===== src/rtl/mipi_rffe_master.sv =====
// MIPI RFFE register read/write master: SSC, command frame, data frame, bus park.
// Define MIPI_RFFE_PARITY_CHECK_EN to flag odd-parity errors on read data.
module mipi_rffe_master #(
    parameter int CLK_DIV = 2
) (
    input  logic       clk,
    input  logic       rst,
    input  logic       cmd_vd,
    input  logic       cmd_rd,
    input  logic [3:0] cmd_sa,
    input  logic [4:0] cmd_addr,
    input  logic [7:0] cmd_wdata,
    output logic       busy,
    output logic       done,
    output logic [7:0] rd_data,
    output logic       rd_err,
    output logic       sclk,
    output logic       sdo,
    output logic       sdo_en,
    input  logic       sdi
);

    typedef enum logic [2:0] {
        S_IDLE,
        S_SSC,
        S_CMD,
        S_WDATA,
        S_RPARK,
        S_RDATA,
        S_PARK
    } state_t;

    localparam logic [8:0] HALF = 9'(CLK_DIV);
    localparam logic [8:0] LAST = 9'(2 * CLK_DIV - 1);

    state_t     state_q, state_d, state_nxt;
    logic [3:0] bit_q, bit_d, bit_last;
    logic [8:0] cnt_q, cnt_d;
    logic       last_cyc;

    logic       rd_q;
    logic [3:0] sa_q;
    logic [4:0] addr_q;
    logic [7:0] wd_q;
    logic [7:0] rx_q;
    logic [7:0] rd_data_q;
    logic       busy_q, done_q;
    logic       sclk_q, sdo_q, sdo_en_q;
    logic       sclk_d, sdo_d, sdo_en_d;

    logic [11:0] frame;
    logic        cmd_par, wd_par;

    assign frame    = {sa_q, 2'b01, rd_q, addr_q};
    assign cmd_par  = ~^frame;
    assign wd_par   = ~^wd_q;
    assign last_cyc = (cnt_q == LAST);

    always_comb begin
        bit_last  = 4'd0;
        state_nxt = S_IDLE;
        unique case (state_q)
            S_SSC: begin
                bit_last  = 4'd1;
                state_nxt = S_CMD;
            end
            S_CMD: begin
                bit_last  = 4'd12;
                state_nxt = rd_q ? S_RPARK : S_WDATA;
            end
            S_WDATA: begin
                bit_last  = 4'd8;
                state_nxt = S_PARK;
            end
            S_RPARK: begin
                bit_last  = 4'd0;
                state_nxt = S_RDATA;
            end
            S_RDATA: begin
                bit_last  = 4'd8;
                state_nxt = S_PARK;
            end
            default: begin
                bit_last  = 4'd0;
                state_nxt = S_IDLE;
            end
        endcase
    end

    // Position (state, slot, cycle) for the next clock; outputs are derived from it.
    always_comb begin
        state_d = state_q;
        bit_d   = bit_q;
        cnt_d   = last_cyc ? 9'd0 : cnt_q + 9'd1;
        if (state_q == S_IDLE) begin
            cnt_d = 9'd0;
            bit_d = 4'd0;
            if (cmd_vd) begin
                state_d = S_SSC;
            end
        end else if (last_cyc) begin
            if (bit_q == bit_last) begin
                bit_d   = 4'd0;
                state_d = state_nxt;
            end else begin
                bit_d = bit_q + 4'd1;
            end
        end
    end

    always_comb begin
        sdo_d    = 1'b0;
        sdo_en_d = 1'b0;
        unique case (state_d)
            S_SSC: begin
                sdo_d    = (bit_d == 4'd0);
                sdo_en_d = 1'b1;
            end
            S_CMD: begin
                sdo_d    = (bit_d < 4'd12) ? frame[4'd11 - bit_d] : cmd_par;
                sdo_en_d = 1'b1;
            end
            S_WDATA: begin
                sdo_d    = (bit_d < 4'd8) ? wd_q[3'(4'd7 - bit_d)] : wd_par;
                sdo_en_d = 1'b1;
            end
            S_RPARK: begin
                // Release the line for the turnaround once sclk goes high.
                sdo_en_d = (cnt_d < HALF);
            end
            S_PARK: begin
                sdo_en_d = ~rd_q;
            end
            default: begin
                sdo_d    = 1'b0;
                sdo_en_d = 1'b0;
            end
        endcase
        sclk_d = (state_d != S_IDLE) && (state_d != S_SSC) && (cnt_d >= HALF);
    end

`ifdef MIPI_RFFE_PARITY_CHECK_EN
    logic par_q;
    logic rd_err_q;
`endif

    always_ff @(posedge clk) begin
        if (rst) begin
            state_q   <= S_IDLE;
            bit_q     <= 4'd0;
            cnt_q     <= 9'd0;
            rd_q      <= 1'b0;
            sa_q      <= 4'd0;
            addr_q    <= 5'd0;
            wd_q      <= 8'd0;
            rx_q      <= 8'd0;
            rd_data_q <= 8'd0;
            busy_q    <= 1'b0;
            done_q    <= 1'b0;
            sclk_q    <= 1'b0;
            sdo_q     <= 1'b0;
            sdo_en_q  <= 1'b0;
`ifdef MIPI_RFFE_PARITY_CHECK_EN
            par_q     <= 1'b0;
            rd_err_q  <= 1'b0;
`endif
        end else begin
            state_q  <= state_d;
            bit_q    <= bit_d;
            cnt_q    <= cnt_d;
            busy_q   <= (state_d != S_IDLE);
            done_q   <= (state_q == S_PARK) && last_cyc;
            sclk_q   <= sclk_d;
            sdo_q    <= sdo_d;
            sdo_en_q <= sdo_en_d;
            if (state_q == S_IDLE && cmd_vd) begin
                rd_q   <= cmd_rd;
                sa_q   <= cmd_sa;
                addr_q <= cmd_addr;
                wd_q   <= cmd_wdata;
            end
            if (state_q == S_RDATA && last_cyc) begin
                if (bit_q < 4'd8) begin
                    rx_q <= {rx_q[6:0], sdi};
                end
`ifdef MIPI_RFFE_PARITY_CHECK_EN
                if (bit_q == 4'd8) begin
                    par_q <= sdi;
                end
`endif
            end
            if (state_q == S_PARK && last_cyc) begin
                if (rd_q) begin
                    rd_data_q <= rx_q;
                end
`ifdef MIPI_RFFE_PARITY_CHECK_EN
                rd_err_q <= rd_q & ~(^{rx_q, par_q});
`endif
            end
        end
    end

    assign busy    = busy_q;
    assign done    = done_q;
    assign rd_data = rd_data_q;
    assign sclk    = sclk_q;
    assign sdo     = sdo_q;
    assign sdo_en  = sdo_en_q;
`ifdef MIPI_RFFE_PARITY_CHECK_EN
    assign rd_err  = rd_err_q;
`else
    assign rd_err  = 1'b0;
`endif

endmodule


===== config.mk =====
export PLATFORM = sky130hd
export DESIGN_NAME = mipi_rffe_master
export DESIGN_NICKNAME = d
export VERILOG_FILES = /design/src/rtl/mipi_rffe_master.sv
export SDC_FILE = /design/constraint.sdc
export NUM_CORES = 1
export LEC_CHECK = 0
export CELL_PAD_IN_SITES_DETAIL_PLACEMENT = 1
export CELL_PAD_IN_SITES_GLOBAL_PLACEMENT = 1
export CORE_MARGIN = 2
export CORE_UTILIZATION = 41
export DETAILED_ROUTE_END_ITERATION = 10
export HOLD_SLACK_MARGIN = 0.02
export PLACE_DENSITY = 0.85
export SYNTH_ARGS = -nofsm -noshare
export SYNTH_HDL_FRONTEND = slang
export SYNTH_SLANG_ARGS = --single-unit

===== constraint.sdc =====
create_clock -name clk -period 3.41 [get_ports clk]
set_clock_uncertainty 0.15 [all_clocks]
set_input_delay 1.023 -clock clk [delete_from_list [all_inputs] [get_ports clk]]
set_output_delay 1.023 -clock clk [all_outputs]
set_load 0.01 [all_outputs]

* Yosys cells after proc, flatten, opt, wreduce, memory -nomap -nowiden *
Index checks and enable logic that the tools add are counted.

word-level totals
  flip-flop bits (word level) = 55
  bits of input ports = 22
  output and inout port bits = 14
  word-level logic and storage cells = 74

cells by class
  add/subtract/negate cells = 4
  $lt $le $gt $ge = 7
  equal/unequal tests = 14
  mux-type cells = 20
  bitwise logic cells = 1
  reductions and logical operators = 14

operator list
  operator                                                                             count
  9-bit 2-to-1 mux                                                                     2
  3-bit == test, second input constant                                                 5
  3-bit 2-to-1 mux                                                                     5
  3-bit by 2-bit == test with 1-bit output, second input constant                      4
  4-bit less-than comparator, second input constant                                    3
  4-bit 2-to-1 mux                                                                     3
  3-bit one-hot mux with 4 select lines                                                1
  4-bit one-hot mux with 3 select lines                                                1
  12-bit XNOR reduction                                                                1
  9-bit by 1-bit adder with 9-bit output, second input constant                        1
  9-bit by 2-bit == test with 1-bit output, second input constant                      1
  9-bit by 2-bit greater-or-equal comparator with 1-bit output, second input constant  1
  9-bit by 2-bit less-than comparator with 1-bit output, second input constant         1
  8-bit XNOR reduction                                                                 1
  3-bit by 1-bit == test with 1-bit output, second input constant                      2
  1-bit one-hot mux with 3 select lines                                                2
  1-bit logical AND                                                                    5
  4-bit by 5-bit less-than comparator with 1-bit output, second input constant         1
  4-bit by 1-bit adder with 4-bit output, second input constant                        1
  1-bit binary-select mux with 4-bit select                                            1
  4-bit == test                                                                        1
  4-bit zero test                                                                      1
  3-bit by 4-bit less-than comparator with 1-bit output, second input constant         1
  1-bit 2-to-1 mux                                                                     4
  other kinds (10)                                                                     11

* Longest topological paths before layout *
  depth in word-level cells = 12
  depth in mapped cells = 14
  depth with buffers taken out = 12

* Worst setup path before layout *
No wires, ideal clock.

  path type = register to register
  start = register cnt_q[0]
  end = register sdo_q, in the netlist sdo
  library setup time = 0.125 ns
  data arrival time = 2.591 ns
  setup slack = 0.544 ns
  stages on the path, launching flop included = 13
  path buffers = 1
  path through = dfxtp_1 ha_1 nor4b_4 nand2_2 or3_4 a21o_4 and3_4 buf_6 inv_1 ha_1 a2111oi_0 a31o_2 o22ai_1

on the way
  longest elaborated chain between the ends = 8

ends and longest elaborated chain
  what                                                                                                    RTL line  RTL
  start: declaration                                                                                      38        logic [8:0] cnt_q, cnt_d;
  start signal: assignment                                                                                170       cnt_q <= cnt_d;
  9-bit by 2-bit == test with 1-bit output *                                                              57        assign last_cyc = (cnt_q == LAST);
  4-bit 2-to-1 mux *                                                                                      101       end else if (last_cyc) begin
  4-bit 2-to-1 mux *                                                                                      95        if (state_q == S_IDLE) begin
  net bit_d[2]                                                                                            37        logic [3:0] bit_q, bit_d, bit_last;
  4-bit subtractor or 3-bit subtractor (tied branches)                                                    120, 124
  1-bit binary-select mux with 4-bit select or 1-bit binary-select mux with 3-bit select (tied branches)  120, 124
  1-bit 2-to-1 mux (on tied branches) (2 in series)                                                       120, 124
  1-bit one-hot mux with 3 select lines *                                                                 114       unique case (state_d)
  end signal: assignment                                                                                  174       sdo_q <= sdo_d;
  end: declaration                                                                                        48        logic sclk_q, sdo_q, sdo_en_q;

The timed path passes the listed nets; every way through them passes the cells marked *. The select of a mux whose other input is x is not followed.
A chain may end at the register's enable or synchronous reset.

* Worst setup path in the final report *
  start = register cnt_q[0]
  end = register sdo_q, in the netlist sdo

on the way
  longest elaborated chain between the ends = 8

ends and longest elaborated chain
  what                                        RTL line  RTL
  9-bit by 2-bit == test with 1-bit output *  57
  4-bit 2-to-1 mux *                          101
  4-bit 2-to-1 mux *                          95
  net bit_d[3]                                37
  4-bit subtractor                            120       sdo_d = (bit_d < 4'd12) ? frame[4'd11 - bit_d] : cmd_par;
  1-bit binary-select mux with 4-bit select   120
  1-bit 2-to-1 mux (implied by the code)      120
  1-bit 2-to-1 mux                            120
  1-bit one-hot mux with 3 select lines *     114

Marked as above.

==> impl_metrics.py <==
metrics = {
    "routing": {
        "via_per_inst": 5.24,
        "dr_total_vias": 2424,
        "firstDrtPassIters": 4,
        "drt_iter0_drc": 95,
        "drc": 0,
        "ant_nets": 0,
        "wl_per_cell_microns": 14.4,
        "routed_wl_microns": 6650,
    },
    "setup_path": {
        "endpoint": "sdo",
        "path_class": "reg2reg",
        "crit_path_max_incr_delay_ns": 0.45,
        "required_ns": 3.46,
        "path_delay_family": "simple AND/OR/NAND/NOR gates",
        "crit_path_max_fanout": 6,
        "reg2reg_slack_ns": 0.22,
        "reg2reg_depth": 11,
        "worstPathArrival_ns": 3.25,
        "critPathBufInv": 1,
        "r2r-end": "sdo",
        "reg2reg_from": "cnt_q[0]",
        "critPathSlowestCell": "a2111oi_1",
        "cp_cell_sequence": "ha_1 -> nor4b_4 -> nand2_2 -> or3_4 -> a21o_4 -> nand3_1 -> inv_1 -> ha_1 -> a2111oi_1 -> a31o_2 -> o22ai_1",
        "cpMostUsedCell": "ha_1",
        "critical_path_cell_count": 11,
        "setup.worst_path.start": "cnt_q[0]",
        "startpoint_type": "flop",
        "crit_path_end_kind": "flop",
    },
    "yosys": {
        "synthesis.area_sq_mm": 0.00287,
        "mappedNetlistNets": 367,
        "avgSynthCellArea_sq_um": 8.43,
        "ys.warnings.count": 0,
        "synth_cells": 341,
        "ys_seq_area_share_pct": 38.3,
        "ys.flop_type": "dfxtp_1",
        "synthArstFlopShare_pct": 0,
        "yosys.cell_types.count": 54,
        "ys_seq_elements": 55,
        "synth_enable_flop_cells": 0,
    },
    "floorplan": {
        "fp.dieArea_sq_mm": 0.00770,
        "row_count": 30,
        "io_pins": 36,
        "fp.dieW_microns": 87.7,
        "die-height_microns": 87.7,
        "coreArea_sq_mm": 0.00679,
        "start_util_pct": 42.3,
    },
    "finish": {
        "regArea_sq_mm": 0.00110,
        "nNetsFinal": 392,
        "post-route-util_pct": 49.6,
        "syn2layout_area_growth_pct": 17.2,
        "fillerInstances": 819,
        "antenna_cells": 0,
        "layout-drive-gt1-share_pct": 7.90,
        "multiInputGateArea_sq_mm": 0.00165,
    },
    "clocking": {
        "post-cts-setup-buffers": 0,
        "hold_buffers": 0,
        "clkLatencyLatePin_ns": 0.31,
        "cts.clk_slew.worst_paths_ns": 0.10,
        "cts_buffers": 5,
        "cts-root-buf": "clkbuf_8",
        "htree_levels": 2,
        "cts_tree": "yes",
        "cts_num_sinks": 55,
        "cts.path.max_buffers": 2,
        "post_cts_resized": 0,
    },
    "sta": {
        "rsz0062_at_grt": "false",
        "setup_viol_count_final": 0,
        "setup_tns_ns": 0,
        "hold_violations": 0,
        "min_period_ns": 3.19,
        "report.final.slew_viol_count": 0,
        "fmaxAchievable_mhz": 313,
        "slew_headroom_pct": 57.6,
        "tightest_slew_ns": 0.634,
        "final.period_utilization_pct": 93.6,
    },
    "global_routing": {
        "grt_pass1_vias": 2378,
        "grt_max_degree": 41,
        "grt_pass1_wl_microns": 11200,
        "met1_usage_pct": 23.9,
        "grt_usage_pct": 18.3,
        "met3_usage_pct": 3.49,
        "grt_overflow": 0,
        "grt_util_met2_pct": 30.9,
        "busiest_layer": "met2",
        "antenna_found_initial": 0,
    },
    "run": {
        "cap_violations": 0,
    },
    "place": {
        "hpwlAfterDp_microns": 5010,
        "io_buffers": 34,
        "routabilityCongestion": 0.869,
    },
    "pwr": {
        "powerDensity_mw_per_mm2": 381,
        "p_leak_nw": 1.30,
        "ir_worst_vdd_mv": 0.198,
        "total_power_mw": 1.28,
    },
    "run_status": {
        "status": "finished clean",
    },
    "worst_hold_path": {
        "worstHoldPathType": "reg2reg",
    },
}
[synth_stat cells (4+ instances only)]
| cell type | number | share of area, % |
|---|---|---|
| dfxtp_1 | 55 | 38 |
| nand2_1 | 51 | 6.7 |
| nor2_1 | 48 | 6.3 |
| mux2i_1 | 24 | 8.4 |
| xnor2_1 | 24 | 7.3 |
| a21oi_1 | 23 | 4.0 |
| clkbuf_1 | 11 | 1.4 |
| nand3_1 | 8 | 1.4 |
| inv_1 | 7 | 0.91 |
| nor3_1 | 7 | 1.2 |
| o21ai_0 | 7 | 1.2 |
| xor2_1 | 6 | 1.8 |
| and2_1 | 4 | 0.87 |
| and3_1 | 4 | 0.87 |
| buf_2 | 4 | 0.70 |
| ha_1 | 4 | 1.7 |
[state kept, by name, summed over array words and instances, names as in the netlist]
| signal | count |
|---|---|
| cnt_q | 9 |
| rd_data | 8 |
| rx_q | 8 |
| wd_q | 8 |
| addr_q | 5 |
| bit_q | 4 |
| sa_q | 4 |
| state_q | 3 |
| busy | 1 |
| done | 1 |
| rd_q | 1 |
| sclk | 1 |
| sdo | 1 |
| sdo_en | 1 |
[cells by family (layout without fill, tap and decap cells)]
group           Yosys count  in the layout  share of synthesized area, %
xor+xnor                 30             30                          9.14
compound gates           55             55                          13.5
other cells               1              1                         0.130
mux                      25             25                          9.14
fa+ha+maj                 4              4                          1.74
flops                    55             55                          38.3
simple gates            144            144                          23.7
buf+inv                  27             53                          4.35
[metrics by stage]
step | worst slack (ns) | instances | instance area (sq um) | hold slack, ns
6_report | 0.218 | 463 | 3370 | 0.337
5_1_grt | 0.0569 | 463 | 3370 | 0.356
4_1_cts | 0.146 | 463 | 3360 | 0.335
3_5_place_dp | 0.182 | 455 | 3270 | 0.313
3_3_place_gp | 0.499 | 455 | 3270 | 0.289
2_1_floorplan | 0.544 | 341 | 2870 | 0.276
[worst min-delay path by stage]
stage	from	end	slack (ns)	cells after the start
after floorplan	cnt_q[0]	cnt_q[0]	0.28	1
after global placement	cnt_q[0]	cnt_q[0]	0.29	1
after detailed placement	cnt_q[0]	cnt_q[0]	0.31	1
after CTS	cnt_q[0]	cnt_q[0]	0.34	1
after global routing	cnt_q[0]	cnt_q[0]	0.36	1
final	cnt_q[0]	cnt_q[0]	0.34	1
[area by class of cell]
type,count,area share [%]
Sequential cell,55,32.7
Tap cell,96,3.57
Clock inverter,2,0.483
Clock buffer,6,2.45
Multi-Input combinational cell,259,49.0
Inverter,7,0.780
Timing Repair Buffer,38,11.0
[placed cells by master (no fill, tap or decap), drive strengths merged, types with 3 or more instances in the layout]
cell / synthesis / layout
a211oi: 3 / 3
a21oi: 24 / 24
a31o: 3 / 3
and2: 4 / 4
and3: 5 / 5
and3b: 3 / 3
buf: 9 / 4
clkbuf: 11 / 6
clkdlybuf4s50: 0 / 34
dfxtp: 55 / 55
ha: 4 / 4
inv: 7 / 7
mux2i: 25 / 25
nand2: 52 / 52
nand3: 8 / 8
nand3b: 3 / 3
nor2: 48 / 48
nor3: 7 / 7
o21ai: 7 / 7
or3: 4 / 4
xnor2: 24 / 24
xor2: 6 / 6
[metal layers]
| metal | wire, microns | part of all wire, % | vias to the layer above |
|---|---|---|---|
| met1 | 3080 | 46 | 1173 |
| met4 | 93 | 1.4 | 0 |
| met5 | 0 | 0 | - |
| li1 | - | - | 1210 |
| met3 | 191 | 2.9 | 7 |
| met2 | 3290 | 49 | 34 |
[where the power goes]
part / leakage [nW] / internal, mW / total, mW / switching [mW]
combinational: 0.801 / 0.102 / 0.208 / 0.106
clock: 0.0474 / 0.166 / 0.381 / 0.215
sequential: 0.447 / 0.667 / 0.693 / 0.0259
[worst register-to-register path, stage by stage, from the launching register on]
cell       delay (ns)
dfxtp_1          0.39
ha_1             0.27
nor4b_4          0.29
nand2_2          0.13
or3_4            0.43
a21o_4           0.23
nand3_1          0.14
inv_1            0.10
ha_1             0.27
a2111oi_1        0.45
a31o_2           0.18
o22ai_1          0.07
No activity file was read; power rests on OpenSTA's default activity.
